===== config.mk =====
export PLATFORM = sky130hd
export DESIGN_NAME = lif_neuron_unit
export DESIGN_NICKNAME = d
export VERILOG_FILES = /design/src/rtl/lif_neuron_unit.sv
export SDC_FILE = /design/constraint.sdc
export NUM_CORES = 1
export LEC_CHECK = 0
export CORE_MARGIN = 3
export CORE_UTILIZATION = 57
export DETAILED_ROUTE_END_ITERATION = 8
export GPL_TIMING_DRIVEN = 0
export PLACE_DENSITY = 0.86
export SLEW_MARGIN = 30
export SYNTH_ARGS = -nofsm -noshare
export SYNTH_HDL_FRONTEND = slang
export SYNTH_SLANG_ARGS = --single-unit

===== constraint.sdc =====
create_clock -name i_clock -period 4.3 [get_ports i_clock]
set_clock_uncertainty 0.05 [all_clocks]
set_input_delay 1.29 -clock i_clock [delete_from_list [all_inputs] [get_ports i_clock]]
set_output_delay 1.29 -clock i_clock [all_outputs]
set_load 0.01 [all_outputs]

===== src/rtl/lif_neuron_unit.sv =====
// rtl/lif_neuron_unit.sv - leaky integrate-and-fire neuron fed by one PE; optional LIF_SPIKE_COUNT_EN adds o_spike_count
module lif_neuron_unit #(
  parameter int IN_W          = 8,
  parameter int ADDR_W        = 4,
  parameter int VMEM_W        = 12,
  parameter int THRESHOLD     = 100,
  parameter int V_RESET       = 0,
  parameter int LEAK_SHIFT    = 3,
  parameter int REFRACT_STEPS = 2
) (
  input  logic              i_clock,
  input  logic              i_reset,
  input  logic              i_spike_done,
  input  logic [IN_W-1:0]   i_pe_out,
  input  logic [ADDR_W-1:0] i_pe_addr,
  input  logic              i_spike_ready,
  output logic              o_spike_valid,
  output logic [ADDR_W-1:0] o_spike_addr,
  output logic [VMEM_W-1:0] o_v_mem,
`ifdef LIF_SPIKE_COUNT_EN
  output logic [15:0]       o_spike_count,
`endif
  output logic              o_overflow
);

  localparam int EXT_W = VMEM_W + 2;
  localparam int RC_W  = (REFRACT_STEPS < 1) ? 1 : $clog2(REFRACT_STEPS + 1);
  localparam int MAX_I = (1 << (VMEM_W - 1)) - 1;
  localparam int MIN_I = -(1 << (VMEM_W - 1));
  localparam logic signed [EXT_W-1:0] P_MAX = EXT_W'(MAX_I);
  localparam logic signed [EXT_W-1:0] P_MIN = EXT_W'(MIN_I);

  typedef enum logic [1:0] {S_IDLE, S_UPDATE, S_FIRE} state_t;

  state_t                    r_state;
  logic signed [VMEM_W-1:0]  r_v_mem;
  logic                      r_spike_valid;
  logic [ADDR_W-1:0]         r_spike_addr;
  logic                      r_overflow;
  logic [RC_W-1:0]           r_refract_cnt;
  logic                      r_spike_done_q;
  logic signed [IN_W-1:0]    r_cur_in;
  logic [ADDR_W-1:0]         r_cur_addr;
  logic                      r_pend;
  logic signed [IN_W-1:0]    r_pend_in;
  logic [ADDR_W-1:0]         r_pend_addr;

  logic                      w_evt;
  logic                      w_hs;
  logic                      w_take_pend;
  logic                      w_buf_evt;
  logic signed [EXT_W-1:0]   w_v_ext;
  logic signed [EXT_W-1:0]   w_leak;
  logic signed [EXT_W-1:0]   w_sum;
  logic signed [VMEM_W-1:0]  w_v_next;
  logic                      w_fire;

  assign w_evt       = i_spike_done & ~r_spike_done_q;
  assign w_hs        = (r_state == S_FIRE) & r_spike_valid & i_spike_ready;
  assign w_take_pend = r_pend & ((r_state == S_IDLE) | w_hs);
  // Only an event seen in IDLE with nothing queued is captured directly.
  assign w_buf_evt   = w_evt & ~((r_state == S_IDLE) & ~r_pend);

  assign w_v_ext = EXT_W'(r_v_mem);
  assign w_leak  = (LEAK_SHIFT == 0) ? '0 : (w_v_ext >>> LEAK_SHIFT);
  assign w_sum   = w_v_ext - w_leak + EXT_W'(r_cur_in);

  always_comb begin
    w_v_next = w_sum[VMEM_W-1:0];
    if (w_sum > P_MAX)      w_v_next = VMEM_W'(MAX_I);
    else if (w_sum < P_MIN) w_v_next = VMEM_W'(MIN_I);
  end

  assign w_fire = int'(w_v_next) >= THRESHOLD;

  always_ff @(posedge i_clock) begin
    if (i_reset) begin
      r_state        <= S_IDLE;
      r_v_mem        <= VMEM_W'(V_RESET);
      r_spike_valid  <= 1'b0;
      r_spike_addr   <= '0;
      r_overflow     <= 1'b0;
      r_refract_cnt  <= '0;
      r_spike_done_q <= 1'b0;
      r_cur_in       <= '0;
      r_cur_addr     <= '0;
      r_pend         <= 1'b0;
      r_pend_in      <= '0;
      r_pend_addr    <= '0;
    end else begin
      r_spike_done_q <= i_spike_done;
      if (w_take_pend) r_pend <= 1'b0;
      if (w_buf_evt) begin
        if (!r_pend || w_take_pend) begin
          r_pend      <= 1'b1;
          r_pend_in   <= i_pe_out;
          r_pend_addr <= i_pe_addr;
        end else begin
          r_overflow <= 1'b1;
        end
      end
      case (r_state)
        S_IDLE: begin
          if (r_pend) begin
            r_cur_in   <= r_pend_in;
            r_cur_addr <= r_pend_addr;
            r_state    <= S_UPDATE;
          end else if (w_evt) begin
            r_cur_in   <= i_pe_out;
            r_cur_addr <= i_pe_addr;
            r_state    <= S_UPDATE;
          end
        end
        S_UPDATE: begin
          if (r_refract_cnt != '0) begin
            r_refract_cnt <= r_refract_cnt - RC_W'(1);
            r_v_mem       <= VMEM_W'(V_RESET);
            r_state       <= S_IDLE;
          end else if (w_fire) begin
            r_v_mem       <= VMEM_W'(V_RESET);
            r_refract_cnt <= RC_W'(REFRACT_STEPS);
            r_spike_valid <= 1'b1;
            r_spike_addr  <= r_cur_addr;
            r_state       <= S_FIRE;
          end else begin
            r_v_mem <= w_v_next;
            r_state <= S_IDLE;
          end
        end
        S_FIRE: begin
          if (w_hs) begin
            r_spike_valid <= 1'b0;
            if (r_pend) begin
              r_cur_in   <= r_pend_in;
              r_cur_addr <= r_pend_addr;
              r_state    <= S_UPDATE;
            end else begin
              r_state <= S_IDLE;
            end
          end
        end
        default: r_state <= S_IDLE;
      endcase
    end
  end

`ifdef LIF_SPIKE_COUNT_EN
  logic [15:0] r_spike_count;

  always_ff @(posedge i_clock) begin
    if (i_reset)                           r_spike_count <= '0;
    else if (w_hs && r_spike_count != '1)  r_spike_count <= r_spike_count + 16'd1;
  end

  assign o_spike_count = r_spike_count;
`endif

  assign o_spike_valid = r_spike_valid;
  assign o_spike_addr  = r_spike_addr;
  assign o_v_mem       = r_v_mem;
  assign o_overflow    = r_overflow;

endmodule


# After elaboration in Yosys (flattened, before gate mapping)
# Cells that the tools add are included.
[totals]
regBits = 48
input_bits = 16
output_inout_bits = 18
wordCells = 81
[classes]
addsub = 3
n_lt_le_gt_ge = 3
n_eq_ne = 7
muxes = 30
n_bitwise = 12
n_reduce_logical = 14
[ops]
columns = ["cell", "n"]
rows = [
  ["2-to-1 mux 12 bit", 4],
  ["2-to-1 mux 8 bit", 4],
  ["2-to-1 mux 4 bit", 4],
  ["one-hot mux 8 bit (2 select lines)", 1],
  ["adder 13 x 8 -> 14 bit", 1],
  ["> comparator 14 x 12 -> 1 bit (second input constant)", 1],
  ["< comparator 14 x 12 -> 1 bit (second input constant)", 1],
  ["2-to-1 mux 2 bit", 7],
  ["subtractor 12 x 12 -> 13 bit", 1],
  ["greater-or-equal comparator 12 x 8 -> 1 bit (second input constant)", 1],
  ["!= test 2 bit (second input constant)", 4],
  ["one-hot mux 4 bit (2 select lines)", 1],
  ["AND reduction 2 bit", 4],
  ["AND reduction 4 bit", 2],
  ["nonzero test 2 bit", 4],
  ["2-to-1 mux 1 bit", 7],
  ["bitwise AND 1 bit", 6],
  ["one-hot mux 2 bit (3 select lines)", 1],
  ["NOT 1 bit", 5],
  ["!= test 3 bit (second input constant)", 1],
  ["AND reduction 3 bit", 1],
  ["equality test 2 x 1 -> 1 bit (second input constant)", 1],
  ["equality test 2 bit (second input constant)", 1],
  ["logical NOT 2 bit", 1],
  ["5 further kinds", 5],
]

# Depth between registers and ports, before layout
# Gate-level depths: netlist of run 1.
[logic_depth]
depth_word = 9
mapped_depth = 12
ltp_nobuf = 12

# Least setup slack after synthesis of run 1
# No wires, ideal clock.
[synth_path]
path_type = "reg2reg"
start = "register r_v_mem[1], in the netlist o_v_mem[1]"
end = "register r_refract_cnt[1]"
setup_ps = 123
arrival_time_ps = 3297
required_time_ps = 4127
path_slack_ps = 830
stages_incl_launch_ff = 12
n_path_buf = 0
period_less_slack_ps = 3470
path_cell_list = "dfxtp_1 -> inv_1 -> fa_1 -> inv_1 -> fa_1 -> a211oi_2 -> o211ai_2 -> a2111oi_0 -> nand3b_1 -> nor2_1 -> a311oi_4 -> mux2_1"
[synth_via]
elab_chain_len = 8
elab_cells_between_ends = 9
classes_between = "2 x add/sub; 3 x order compare; 2 x mux; 2 x reduce/logical"
[synth_rtl]
columns = ["element", "line_no", "source"]
rows = [
  ["from (decl)", "36", "logic signed [VMEM_W-1:0] r_v_mem;"],
  ["from (signal assigned)", "79", "r_v_mem <= VMEM_W'(V_RESET);"],
  ["from (signal assigned)", "117", "r_v_mem <= VMEM_W'(V_RESET);"],
  ["from (signal assigned)", "120", "r_v_mem <= VMEM_W'(V_RESET);"],
  ["subtractor 12 x 12 -> 13 bit *", "66", "assign w_sum = w_v_ext - w_leak + EXT_W'(r_cur_in);"],
  ["adder 13 x 8 -> 14 bit *", "66", ""],
  ["< comparator 14 x 12 -> 1 bit", "71", "else if (w_sum < P_MIN) w_v_next = VMEM_W'(MIN_I);"],
  ["2-to-1 mux 12 bit", "71", ""],
  ["2-to-1 mux 12 bit *", "70", "if (w_sum > P_MAX) w_v_next = VMEM_W'(MAX_I);"],
  ["greater-or-equal comparator 12 x 8 -> 1 bit *", "74", "assign w_fire = int'(w_v_next) >= THRESHOLD;"],
  ["nonzero test 2 bit (no source line) *", "-", ""],
  ["AND reduction 2 bit (no source line) *", "-", ""],
  ["to (signal assigned)", "116", "r_refract_cnt <= r_refract_cnt - RC_W'(1);"],
  ["to (signal assigned)", "121", "r_refract_cnt <= RC_W'(REFRACT_STEPS);"],
  ["to (decl)", "40", "logic [RC_W-1:0] r_refract_cnt;"],
]
# Every way passes the cells marked *; elsewhere a longest branch is shown, timed or not.
# A chain may end at the register's enable or synchronous reset.

# Worst setup path in the final report of run 1
# Same ends and word-level chain as after synthesis.

==> flow_summary.json, run 1 <==
{
  "status": "complete, no violations",
  "rrSetupSlack_ns": 0.49,
  "synth-main-ff-cell": "dfxtp_1",
  "dieHeight_um": 81.2,
  "synth_edf_count": 0,
  "wl_per_cell_um": 14.5,
  "fmax_mhz": 263,
  "port_buffers": 33,
  "cts_max_level": 2,
  "clk_pin_slew_ns": 0.09,
  "cts_setup_buffers": 0,
  "worstSetupStartpoint": "o_v_mem[1]$_SDFFE_PP0P_",
  "start_util_pct": 61.1,
  "post-dp-hpwl_um": 5500,
  "regArea_um2": 961,
  "r2r-end": "r_refract_cnt[1]$_SDFFE_PP0P_",
  "finalCritPeriodShare_pct": 88.5,
  "synthesis.instances": 366,
  "die_area_um2": 6590,
  "maxCapViolCount": 0,
  "nets": 451,
  "drc": 0,
  "antenna_found_initial": 0,
  "cts_sinks": 48,
  "ctsHoldBuffers": 0,
  "synth.most_common_cell": "dfxtp_1",
  "fin_crit_ns": 3.81,
  "tns_ns": 0,
  "antenna_left": 0,
  "firstDrtPassIters": 4,
  "num_vias": 2748,
  "ys_warn_count": 0,
  "grt_pass1_wl_um": 11600,
  "overflow": 0,
  "die_w_um": 81.2,
  "synth_cell_type_count": 54,
  "cts_resized": 0,
  "hp-class": "flip-flop to flip-flop",
  "critPathArrivalTime_ns": 3.95,
  "row_count": 26,
  "endpoint_kind": "flip-flop",
  "layoutNonFillerInstCount": 477,
  "cp-start-kind": "flip-flop",
  "crit_type": "flip-flop to flip-flop",
  "worstMarginPinSlew_ns": 0.705,
  "multi_input_area_um2": 2040,
  "timing.rr.start": "o_v_mem[1]$_SDFFE_PP0P_",
  "cts_buffers": 5,
  "cts_root_buf": "clkbuf_8",
  "drt_iter0_markers": 111,
  "drv_slew": 0,
  "synth_common_cells": "dfxtp_1, inv_1, nor2_1",
  "vias_per_cell": 5.76,
  "hold_depth": 2,
  "min_from": "r_cur_addr[0]$_SDFFE_PP0P_",
  "synth_fp_nets": 411,
  "path_max_fanout": 5,
  "clk_path_buf_depth": 2,
  "synth_top_area_share_pct": 29.8,
  "yosys.area.top_type": "dfxtp_1",
  "required_ns": 4.44,
  "ys_seq_elements": 48,
  "place_congestion": 0.839,
  "rsz0062_at_grt": "no",
  "ys_top_cells_by_area": "dfxtp_1, mux2i_1, fa_1",
  "syn2layout_area_growth_pct": 16.7,
  "routed_wl_um": 6920,
  "ios": 34,
  "syn_avg_cell_area_um2": 8.80,
  "grt_max_degree": 16,
  "ff2ff_path_depth": 11,
  "hold_viol_final": 0,
  "tritoncts": "yes",
  "antennaDiodeCount": 0,
  "setup_violations": 0,
  "place_inst": 469,
  "synth-seq-area-share_pct": 29.8,
  "first_global_vias": 2595,
  "synth_area_um2": 3220,
  "synth-async-reset-ratio_pct": 0,
  "grt_usage_pct": 22.8,
  "hold_path_end": "o_spike_addr[0]$_SDFFE_PP0P_",
  "insertion_delay_ns": 0.30,
  "slew_headroom_pct": 52.3,
  "core-area_um2": 5270,
  "nFillCells": 414,
  "drive_gt1_share_pct": 6.63
}
[layout by cell type, fill, tap and decap left out, drive strengths merged, types with 2 or more instances in the layout]
master | Yosys | routed
a21boi | 3 | 3
buf | 3 | 3
a211oi | 18 | 18
nand3 | 3 | 3
a311oi | 2 | 2
nor2b | 5 | 5
o22a | 3 | 3
nand2 | 21 | 21
nor3 | 5 | 5
nand2b | 13 | 13
nand4 | 2 | 2
a2111oi | 3 | 3
xor2 | 4 | 4
a31oi | 5 | 5
mux2i | 30 | 30
and2 | 2 | 2
o211ai | 5 | 5
a221oi | 2 | 2
dfxtp | 48 | 48
a22oi | 8 | 8
fa | 12 | 12
a21oi | 13 | 13
xnor2 | 3 | 3
o311ai | 2 | 2
nor2 | 45 | 45
ha | 17 | 17
o22ai | 2 | 2
a21o | 7 | 7
clkdlybuf4s50 | 0 | 33
inv | 47 | 47
o21ai | 13 | 13
clkbuf | 7 | 13
[layer usage]
layer | wire length (µm) | up-vias | track usage [%]
met2 | 3520 | 76 | 41.0
met1 | 3040 | 1304 | 27.4
met4 | 95 | 0 | 7.77
li1 | - | 1358 | -
met3 | 262 | 10 | 3.77
met5 | 0 | - | 0
[critical path, stage by stage, from the launching register on]
cell	delay, ns
dfxtp_1	0.34
inv_1	0.08
fa_1	0.53
inv_1	0.07
fa_1	0.54
a211oi_2	0.33
o211ai_2	0.19
a2111oi_0	0.36
nand3b_1	0.24
nor2_1	0.14
a311oi_4	0.47
mux2_1	0.36
[cell families (layout without fill, tap and decap cells)]
group	Yosys count	count (layout)	synth area share, %
buffers and inverters	57	98	6.88
multiplexers	31	31	9.67
adder cells (fa/ha/maj)	29	29	14.1
AND/OR/NAND/NOR	102	102	14.7
XOR/XNOR	7	7	1.90
flip-flops	48	48	29.8
AO/OA/AOI/OAI	92	92	22.9
[registers in the layout, summed over array words and instances, names as in the netlist]
| signal | cells |
|---|---|
| r_spike_done_q | 1 |
| r_pend_in | 8 |
| r_refract_cnt | 2 |
| o_v_mem | 12 |
| r_cur_addr | 4 |
| o_spike_valid | 1 |
| r_cur_in | 8 |
| r_pend_addr | 4 |
| r_pend | 1 |
| o_overflow | 1 |
| r_state | 2 |
| o_spike_addr | 4 |
[metrics by stage]
stage,hold slack [ns],util (%),setup WS (ns),area (µm²)
finish,0.425,71.3,0.493,3760
global route,0.432,71.3,0.194,3760
CTS,0.430,71.3,0.503,3760
floorplan,0.399,-,0.830,3220
detailed placement,0.421,69.0,0.543,3640
global placement,0.407,69.0,0.618,3640
[final cells by class]
type	count	area share (%)
Sequential cell	48	25.6
Clock buffer	6	2.20
Tap cell	70	2.33
Timing Repair Buffer	33	8.79
Inverter	47	4.69
Clock inverter	2	1.03
Buffer	10	1.20
Multi-Input combinational cell	261	54.2
[worst max-delay path by stage]
stage	to	slack [ns]
floorplan	r_refract_cnt[1]$_SDFFE_PP0P_	0.83
detailed placement	r_refract_cnt[1]$_SDFFE_PP0P_	0.54
global route	r_refract_cnt[1]$_SDFFE_PP0P_	0.19
finish	r_refract_cnt[1]$_SDFFE_PP0P_	0.49
global placement	r_refract_cnt[1]$_SDFFE_PP0P_	0.62
CTS	r_refract_cnt[1]$_SDFFE_PP0P_	0.50
Power of run 1 is not shown: default switching activity piles up to over one toggle a cycle in this logic, so the estimate is an artifact.
==> inputs of run 2 (changes only) <==
==> constraint.sdc (replaced) <==
create_clock -name i_clock -period 4.1 [get_ports i_clock]
set_clock_uncertainty 0.05 [all_clocks]
set_input_delay 1.23 -clock i_clock [delete_from_list [all_inputs] [get_ports i_clock]]
set_output_delay 1.23 -clock i_clock [all_outputs]
set_load 0.01 [all_outputs]
==> flow_summary.json, run 2 (synthesis results as in run 1) <==
{
  "status": "complete, no violations",
  "drv_slew": 0,
  "fin_crit_ns": 3.80,
  "layoutNonFillerInstCount": 477,
  "drt_iter0_markers": 125,
  "clk_path_buf_depth": 2,
  "crit_type": "flip-flop to flip-flop",
  "antenna_left": 0,
  "finalCritPeriodShare_pct": 92.7,
  "hp-class": "flip-flop to flip-flop",
  "wl_per_cell_um": 14.5,
  "hold_depth": 2,
  "ff2ff_path_depth": 11,
  "critPathArrivalTime_ns": 3.94,
  "core-area_um2": 5270,
  "path_cells": "inv_1 > fa_1 > inv_1 > ha_1 > a21oi_1 > a21boi_0 > a2111oi_0 > nand3b_1 > nor2_1 > a311oi_4 > mux2_1",
  "first_global_vias": 2595,
  "mostFrequentLayoutCells": "dfxtp_1, inv_1, nor2_1, clkdlybuf4s50_1, mux2i_1",
  "ios": 34,
  "grt_usage_pct": 22.8,
  "place_area_um2": 3640,
  "cts_max_level": 2,
  "die_w_um": 81.2,
  "place_congestion": 0.839,
  "cts_buffers": 5,
  "worstMarginPinSlew_ns": 0.733,
  "antenna_found_initial": 0,
  "overflow": 0,
  "grt_max_degree": 16,
  "nFillCells": 414,
  "fmax_mhz": 263,
  "num_vias": 2709,
  "endpoint_kind": "flip-flop",
  "cts_setup_buffers": 0,
  "ctsHoldBuffers": 0,
  "slew_headroom_pct": 50.4,
  "timing.rr.start": "o_v_mem[7]$_SDFFE_PP0P_",
  "setup_violations": 0,
  "largest_reg_flops": 12,
  "dieHeight_um": 81.2,
  "required_ns": 4.24,
  "insertion_delay_ns": 0.30,
  "post-dp-hpwl_um": 5500,
  "die_area_um2": 6590,
  "layout_commonest_cell": "dfxtp_1",
  "cpMostUsedCell": "inv_1",
  "antennaDiodeCount": 0,
  "syn2layout_area_growth_pct": 16.7,
  "cp-start-kind": "flip-flop",
  "cts_sinks": 48,
  "clk_pin_slew_ns": 0.09,
  "nets": 451,
  "cts_root_buf": "clkbuf_8",
  "min_from": "r_cur_addr[0]$_SDFFE_PP0P_",
  "drive_gt1_share_pct": 6.63,
  "hold_viol_final": 0,
  "max_stage_delay_ns": 0.56,
  "tritoncts": "yes",
  "worstSetupStartpoint": "o_v_mem[7]$_SDFFE_PP0P_",
  "path_max_fanout": 5,
  "cp_slowest_cell": "fa_1",
  "grt_pass1_wl_um": 11600,
  "place_inst": 469,
  "maxCapViolCount": 0,
  "drc": 0,
  "start_util_pct": 61.1,
  "rsz0062_at_grt": "no",
  "port_buffers": 33,
  "firstDrtPassIters": 4,
  "cts_resized": 0,
  "tns_ns": 0,
  "row_count": 26,
  "final_area_um2": 3760,
  "routed_wl_um": 6920,
  "vias_per_cell": 5.68
}
[run 2: path summary, 6_finish.rpt]
check	endpoint	slack (ns)
worst max register to register	r_refract_cnt[1]$_SDFFE_PP0P_	0.30
worst min-delay path	o_spike_addr[0]$_SDFFE_PP0P_	0.42
worst min register to register	o_spike_addr[0]$_SDFFE_PP0P_	0.42
worst max-delay path	r_refract_cnt[1]$_SDFFE_PP0P_	0.30
[run 2: layer usage]
layer  vias up  part of all wire, %  GRT usage (%)
met2        53                   50           41.0
li1       1358                    -              -
met1      1288                   45           27.4
met3        10                  3.4           3.77
met5         -                    0              0
met4         0                  1.4           7.77
[run 2: cell type report]
class | instances | area, µm² | area share (%)
multi-input combinational | 261 | 2040 | 54.2
sequential | 48 | 961 | 25.6
timing repair buffer | 33 | 330 | 8.79
inverter | 47 | 176 | 4.69
tap | 70 | 87.6 | 2.33
clock buffer | 6 | 82.6 | 2.20
buffer | 10 | 45.0 | 1.20
clock inverter | 2 | 38.8 | 1.03
[run 2: stage by stage]
stage	utilization, %	setup slack (ns)	hold slack, ns
2_1_floorplan	-	0.630	0.399
3_3_place_gp	69.0	0.418	0.407
3_5_place_dp	69.0	0.343	0.421
4_1_cts	71.3	0.303	0.430
5_1_grt	71.3	0.0257	0.432
6_report	71.3	0.301	0.424
[run 2: worst max-delay path: cells and delay by family, from the launching register on]
family	cells	cell delay, ns
muxes	1	0.36
DFF	1	0.44
AOI/OAI and AO/OA	4	1.41
adders and majority gates	2	0.89
buffers and inverters	2	0.16
and+or+nand+nor	2	0.38
Power of run 2 is left out for the same reason.
